===== src/rtl/fft_result_reader.sv =====
// Streams the 1024 FFT bins out of the fft0/fft1 BSRAM banks once fft1024 has finished.
// Reads are credit-limited against the output FIFO, so every captured word always has a slot.
module fft_result_reader #(
    parameter int BIT_REVERSE = 0,
    parameter int FIFO_DEPTH  = 4,
    parameter int RD_LAT      = 2
) (
    input  logic        clk_i,
    input  logic        rst_i,
    input  logic        start_i,
    output logic        busy_o,
    output logic        done_o,
    output logic        sel_o,
    input  logic [31:0] dout0_i,
    output logic        oce0_o,
    output logic        ce0_o,
    output logic        wre0_o,
    output logic [10:0] ad0_o,
    output logic [31:0] din0_o,
    input  logic [31:0] dout1_i,
    output logic        oce1_o,
    output logic        ce1_o,
    output logic        wre1_o,
    output logic [10:0] ad1_o,
    output logic [31:0] din1_o,
    output logic        m_valid_o,
    input  logic        m_ready_i,
    output logic [15:0] m_re_o,
    output logic [15:0] m_im_o,
    output logic [9:0]  m_idx_o,
    output logic        m_last_o
);
    localparam int AW   = $clog2(FIFO_DEPTH);
    localparam int CNTW = AW + 1;
    localparam int CW   = 8;
    localparam int EW   = 43;

    typedef enum logic [1:0] {S_IDLE, S_READ, S_DRAIN, S_DONE} state_t;

    function automatic logic [9:0] rev10(input logic [9:0] x);
        logic [9:0] r;
        for (int i = 0; i < 10; i++) r[i] = x[9 - i];
        return r;
    endfunction

    state_t                   state_q, state_d;
    logic [10:0]              cnt_q, cnt_d;
    logic                     ce0_q, ce0_d, ce1_q, ce1_d;
    logic [10:0]              ad_q, ad_d;
    logic [RD_LAT-1:0]        vld_pipe_q;
    logic [RD_LAT-1:0][10:0]  tag_pipe_q;   // {last, bin}
    logic [EW-1:0]            fifo_q [FIFO_DEPTH];
    logic [AW-1:0]            wr_ptr_q, rd_ptr_q;
    logic [CNTW-1:0]          fifo_cnt_q;

    logic [9:0]               bin;
    logic [CW-1:0]            in_flight;
    logic [CW-1:0]            credit_used;
    logic                     issue;
    logic                     push;
    logic                     pop;
    logic [10:0]              cap_tag;
    logic [EW-1:0]            rd_entry;

    always_comb begin
        bin       = (BIT_REVERSE != 0) ? rev10(cnt_q[9:0]) : cnt_q[9:0];
        in_flight = '0;
        for (int i = 0; i < RD_LAT; i++) in_flight = in_flight + CW'(vld_pipe_q[i]);
        // Reads still in the BSRAM pipe already own a FIFO slot.
        credit_used = in_flight + CW'(fifo_cnt_q);
        issue       = (state_q == S_READ) && !cnt_q[10] && (credit_used < CW'(FIFO_DEPTH));
    end

    assign push    = vld_pipe_q[RD_LAT-1];
    assign cap_tag = tag_pipe_q[RD_LAT-1];
    assign pop     = m_valid_o && m_ready_i;

    always_comb begin
        state_d = state_q;
        cnt_d   = cnt_q;
        ce0_d   = 1'b0;
        ce1_d   = 1'b0;
        ad_d    = ad_q;
        busy_o  = 1'b0;
        done_o  = 1'b0;
        sel_o   = 1'b1;
        case (state_q)
            S_IDLE: begin
                if (start_i) begin
                    state_d = S_READ;
                    cnt_d   = '0;
                end
            end
            S_READ: begin
                busy_o = 1'b1;
                sel_o  = 1'b0;
                if (issue) begin
                    cnt_d = cnt_q + 11'd1;
                    ce0_d = !bin[9];
                    ce1_d = bin[9];
                    ad_d  = {2'b00, bin[8:0]};
                    if (cnt_q == 11'd1023) state_d = S_DRAIN;
                end
            end
            S_DRAIN: begin
                busy_o = 1'b1;
                sel_o  = 1'b0;
                if (fifo_cnt_q == '0 && vld_pipe_q == '0) state_d = S_DONE;
            end
            S_DONE: begin
                done_o  = 1'b1;
                state_d = S_IDLE;
            end
            default: state_d = S_IDLE;
        endcase
    end

    always_ff @(posedge clk_i) begin
        if (rst_i) begin
            state_q    <= S_IDLE;
            cnt_q      <= '0;
            ce0_q      <= 1'b0;
            ce1_q      <= 1'b0;
            ad_q       <= '0;
            vld_pipe_q <= '0;
            tag_pipe_q <= '0;
            wr_ptr_q   <= '0;
            rd_ptr_q   <= '0;
            fifo_cnt_q <= '0;
        end else begin
            state_q       <= state_d;
            cnt_q         <= cnt_d;
            ce0_q         <= ce0_d;
            ce1_q         <= ce1_d;
            ad_q          <= ad_d;
            vld_pipe_q[0] <= issue;
            tag_pipe_q[0] <= {cnt_q == 11'd1023, bin};
            for (int i = 1; i < RD_LAT; i++) begin
                vld_pipe_q[i] <= vld_pipe_q[i-1];
                tag_pipe_q[i] <= tag_pipe_q[i-1];
            end
            if (push) wr_ptr_q <= wr_ptr_q + AW'(1);
            if (pop)  rd_ptr_q <= rd_ptr_q + AW'(1);
            fifo_cnt_q <= fifo_cnt_q + CNTW'(push) - CNTW'(pop);
        end
    end

    // Entry layout: {last, idx[9:0], re[15:0], im[15:0]}; storage needs no reset.
    always_ff @(posedge clk_i) begin
        if (push) fifo_q[wr_ptr_q] <= {cap_tag, cap_tag[9] ? dout1_i : dout0_i};
    end

    assign rd_entry  = fifo_q[rd_ptr_q];
    assign m_valid_o = (fifo_cnt_q != '0);
    assign m_last_o  = m_valid_o & rd_entry[42];
    assign m_idx_o   = m_valid_o ? rd_entry[41:32] : 10'd0;
    assign m_re_o    = m_valid_o ? rd_entry[31:16] : 16'd0;
    assign m_im_o    = m_valid_o ? rd_entry[15:0]  : 16'd0;

    assign ce0_o  = ce0_q;
    assign ce1_o  = ce1_q;
    assign ad0_o  = ad_q;
    assign ad1_o  = ad_q;
    assign oce0_o = 1'b1;
    assign oce1_o = 1'b1;
    assign wre0_o = 1'b0;
    assign wre1_o = 1'b0;
    assign din0_o = '0;
    assign din1_o = '0;

endmodule

===== config.mk =====
export PLATFORM = sky130hd
export DESIGN_NAME = fft_result_reader
export DESIGN_NICKNAME = d
export VERILOG_FILES = /design/src/rtl/fft_result_reader.sv
export SDC_FILE = /design/constraint.sdc
export NUM_CORES = 1
export LEC_CHECK = 0
export CORE_MARGIN = 2
export CORE_UTILIZATION = 50
export DETAILED_ROUTE_END_ITERATION = 7
export GPL_TIMING_DRIVEN = 0
export PLACE_DENSITY_LB_ADDON = 0.12
export SYNTH_ARGS = -nofsm -noshare
export SYNTH_HDL_FRONTEND = slang
export SYNTH_SLANG_ARGS = --single-unit

===== constraint.sdc =====
create_clock -name clk_i -period 4.47 [get_ports clk_i]
set_input_delay 0.447 -clock clk_i [delete_from_list [all_inputs] [get_ports clk_i]]
set_output_delay 0.447 -clock clk_i [all_outputs]
set_load 0.1 [all_outputs]

==> results_tabular.tex <==
\begin{tabular}{lr}
\hline
Metric & Value \\
\hline
\multicolumn{2}{l}{\textbf{Clock tree}} \\
\quad Clock tree root driver cell & sky130\_fd\_sc\_hd\_\_clkbuf\_16 \\
\quad \# H-tree levels & 1 \\
\quad Cts repair resizes & 0 \\
\quad CTS Hold Buffers Added & 0 \\
\quad Post CTS Setup Buffer Count & 0 \\
\quad Clock Latency Late Sink & 0.50 ns \\
\quad Deepest clock path buffer count & 3 \\
\quad Worst-path clk slew & 0.06 ns \\
\quad TritonCTS clock tree & yes \\
\quad Number of sinks driven by the clock tree & 229 \\
\quad Number of buffers added by the clock tree synthesis step & 24 \\
\multicolumn{2}{l}{\textbf{Drt}} \\
\quad Total wirelength of the detailed-routed design & 18000 um \\
\quad Count of vias placed by the detailed router & 5551 \\
\quad Iteration count of the initial detailed-routing pass & 4 \\
\quad Post-detailed-route count of antenna-violating nets & 0 \\
\quad Routed len/inst & 15.8 um \\
\quad Remaining design rule violation count & 0 \\
\quad Drt via density & 4.86 \\
\quad Iteration-0 DRC count of the detailed router & 297 \\
\multicolumn{2}{l}{\textbf{Floorplanning}} \\
\quad Floorplan die width & 144 um \\
\quad Effective utilization at floorplan & 0.507 \\
\quad Area inside the core boundary & 19400 um2 \\
\quad Die Height & 144 um \\
\quad Number of rows created at floorplan & 51 \\
\quad Number of top-level design ports & 207 \\
\quad DIE AREA & 20800 um2 \\
\multicolumn{2}{l}{\textbf{Global routing}} \\
\quad Number of antenna violations at the first check in global routing & 0 \\
\quad Global-route wire length before repair & 28200 um \\
\quad Gr ovfl total & 0 \\
\quad Largest net degree at the start of global routing & 23 \\
\quad Overall fraction of global-route tracks in use & 0.175 \\
\quad Vias in the first global route & 5605 \\
\multicolumn{2}{l}{\textbf{Yosys}} \\
\quad Dominant cell type by area after synthesis & sky130\_fd\_sc\_hd\_\_edfxtp\_1 \\
\quad Post-synthesis share of cell area spent on full adders, half adders and majority gates & 0.0199 \\
\quad Mapped Area & 9830 um2 \\
\quad Post-synthesis async set-or-reset flop share & 0 \\
\quad Register area share after synthesis & 0.641 \\
\quad Ys flop type & sky130\_fd\_sc\_hd\_\_edfxtp\_1 \\
\quad Share of cell area taken by muxes after synthesis & 0.148 \\
\quad Register bit count reported by yosys & 229 \\
\quad Simple logic cell fraction of the synthesized area & 0.0807 \\
\quad Xor and xnor area share after synthesis & 0.00356 \\
\quad Instance count of the mapped netlist & 628 \\
\quad EDFF count, synth & 172 \\
\quad Post-synth top area share & 0.525 \\
\quad Area contributors post-synth & sky130\_fd\_sc\_hd\_\_edfxtp\_1 (53\%), sky130\_fd\_sc\_hd\_\_dfxtp\_1 (12\%), sky130\_fd\_sc\_hd\_\_mux4\_2 (9.8\%) \\
\quad Yosys warns & 0 \\
\quad Count of different cell masters after synthesis & 49 \\
\quad Avg Synthesized Cell Area & 15.7 um2 \\
\quad Main combinational cell family by area after synthesis & multiplexers \\
\quad Share of the synthesized area in compound gates (AO/OA/AOI/OAI) & 0.0206 \\
\multicolumn{2}{l}{\textbf{STA}} \\
\quad Clock Skew & 0.00819 ns \\
\quad Count of final setup violators & 0 \\
\quad Normalized max-slew margin & 0.342 \\
\quad Pins Over Slew Limit & 0 \\
\quad Final Critical Period & 3.74 ns \\
\quad Share of the cycle needed by the critical path after routing & 0.836 \\
\quad Final number of hold-violating endpoints & 0 \\
\quad Hold\_ws & 0.424 ns \\
\quad Fmax & 268 MHz \\
\quad Worst slew pin tran & 0.983 ns \\
\quad Setup repair after global routing missed its margin & false \\
\quad Setup TNS & 0 ns \\
\multicolumn{2}{l}{\textbf{Worst setup path}} \\
\quad R2R setup slack & 2.08 ns \\
\quad Largest fanout on the critical path & 10 \\
\quad Worst Path Class, Setup & reg -> out \\
\quad Endpoint kind of the worst setup timing path & output port \\
\quad Worst EP arrival & 3.29 ns \\
\quad Required time of the critical path & 4.02 ns \\
\quad Worst Setup Start Kind & flip-flop \\
\multicolumn{2}{l}{\textbf{Layout}} \\
\quad \# diodes & 0 \\
\quad Fraction of layout cells with a size suffix above 1 & 0.256 \\
\quad Most used cells in the layout excluding fill and tap cells & sky130\_fd\_sc\_hd\_\_edfxtp\_1 (172), sky130\_fd\_sc\_hd\_\_clkdlybuf4s50\_1 (133), sky130\_fd\_sc\_hd\_\_buf\_4 (82) \\
\quad Area added between synthesis and finish & 27.8\% \\
\quad Most common cell after layout, fill and taps aside & sky130\_fd\_sc\_hd\_\_edfxtp\_1 \\
\quad Number of nets in the final layout & 944 \\
\multicolumn{2}{l}{\textbf{Worst hold path}} \\
\quad Class of the worst hold path & in -> reg \\
\multicolumn{2}{l}{\textbf{Power and ir drop}} \\
\quad Clock power share & 0.228 \\
\quad Part of the power in combinational logic & 0.465 \\
\quad Maximum VDD drop & 0.571 mV \\
\quad Total power & 7.84 mW \\
\quad Net switching power figure & 3.43 mW \\
\quad Share of total power consumed by net switching & 0.438 \\
\quad Portion of total power attributed to sequential cells & 0.308 \\
\quad Power density over the cells & 624 nW/um2 \\
\quad Leak & 4.65 nW \\
\quad Total internal power & 4.40 mW \\
\multicolumn{2}{l}{\textbf{Flow run}} \\
\quad Max-cap check violation count & 0 \\
\multicolumn{2}{l}{\textbf{Placement}} \\
\quad Count of input and output buffers & 133 \\
\quad DP Wirelength & 12400 um \\
\quad Placer's final routability congestion estimate & 0.768 \\
\multicolumn{2}{l}{\textbf{Outcome}} \\
\quad Outcome & finished clean \\
\hline
\end{tabular}
layout make-up:
| cell class | instances | area (um2) |
|---|---|---|
| well taps | 265 | 332 |
| plain buffers | 112 | 779 |
| multi-input cells | 342 | 2960 |
| clock inverters | 10 | 53.8 |
| fillers | 1444 | 6840 |
| repair buffers | 137 | 1410 |
| clock buffers | 33 | 666 |
| inverters | 15 | 56.3 |
| flip-flops and latches | 229 | 6310 |
metal layers:
metal  part of all wire  vias to the layer above  GRT usage
li1                   -                     2611          -
met1               0.40                     2732      0.218
met5                  0                        -          0
met3              0.060                       21     0.0308
met4              0.013                        0     0.0450
met2               0.52                      187      0.317
registers in the layout (all words and copies together) (netlist names), named ones only:
| name | flops |
|---|---|
| ad0_o | 9 |
| cap_tag | 11 |
| ce0_o | 1 |
| ce1_o | 1 |
| cnt_q | 11 |
| fifo_cnt_q | 3 |
| fifo_q | 172 |
| rd_ptr_q | 2 |
| state_q | 2 |
| tag_pipe_q | 11 |
| vld_pipe_q | 2 |
| wr_ptr_q | 2 |
per-stage QoR:
| stage | area (um2) | std cells | util | setup slack [ns] |
|---|---|---|---|---|
| 4_1_cts | 12600 | 1143 | 0.648 | 0.668 |
| 6_report | 12600 | 1143 | 0.648 | 0.734 |
| 5_1_grt | 12600 | 1143 | 0.648 | 0.555 |
| 3_3_place_gp | 11800 | 1096 | 0.606 | 1.24 |
| 3_5_place_dp | 11800 | 1100 | 0.610 | 1.23 |
| 2_1_floorplan | 10100 | 698 | - | 1.49 |
worst max-delay path: stages (launching register included):
cell and delay, ns:
sky130_fd_sc_hd__dfxtp_1 0.31, sky130_fd_sc_hd__clkbuf_1 0.29, sky130_fd_sc_hd__clkbuf_1 0.54, sky130_fd_sc_hd__mux4_2 0.32, sky130_fd_sc_hd__and2_1 0.18, sky130_fd_sc_hd__clkdlybuf4s50_1 1.15
power by group through the flow:
stage | combinational, mW | sequential, mW | clock [mW]
finish | 3.64 | 2.41 | 1.78
global route | 3.81 | 2.42 | 1.91
CTS | 3.68 | 2.41 | 1.83
detailed placement | 3.67 | 2.46 | 0
global placement | 3.63 | 2.45 | 0
floorplan | 2.90 | 2.47 | 0
kinds of logic after synthesis:
group,count (synthesis)
flops,229
simple gates,136
buf+inv,127
mux,87
compound gates,28
fa+ha+maj,15
xor+xnor,4
other cells,2
cells in the mapped netlist, drive strengths merged (3+ instances only):
| library cell | number |
|---|---|
| a21oi | 8 |
| and2 | 49 |
| buf | 95 |
| clkbuf | 17 |
| dfxtp | 57 |
| edfxtp | 172 |
| ha | 14 |
| inv | 15 |
| mux2 | 38 |
| mux2i | 6 |
| mux4 | 43 |
| nand2 | 10 |
| nand2b | 7 |
| nand3 | 7 |
| nor2 | 16 |
| nor2b | 26 |
| nor3 | 7 |
| o21ai | 4 |
| o22ai | 4 |
| or2 | 3 |
| or3 | 3 |
final timing paths:
path / start / end / cells past startpoint
worst max-delay path: flip-flop / m_last_o / 5
worst min-delay path: rst_i / tag_pipe_q[1]$_SDFF_PP0_ / 2
worst max register to register: fifo_cnt_q[2]$_SDFF_PP0_ / fifo_cnt_q[2]$_SDFF_PP0_ / 9
worst min register to register: tag_pipe_q[10]$_SDFF_PP0_ / cap_tag[10]$_SDFF_PP0_ / 1
(Power assumes the default switching activity.)
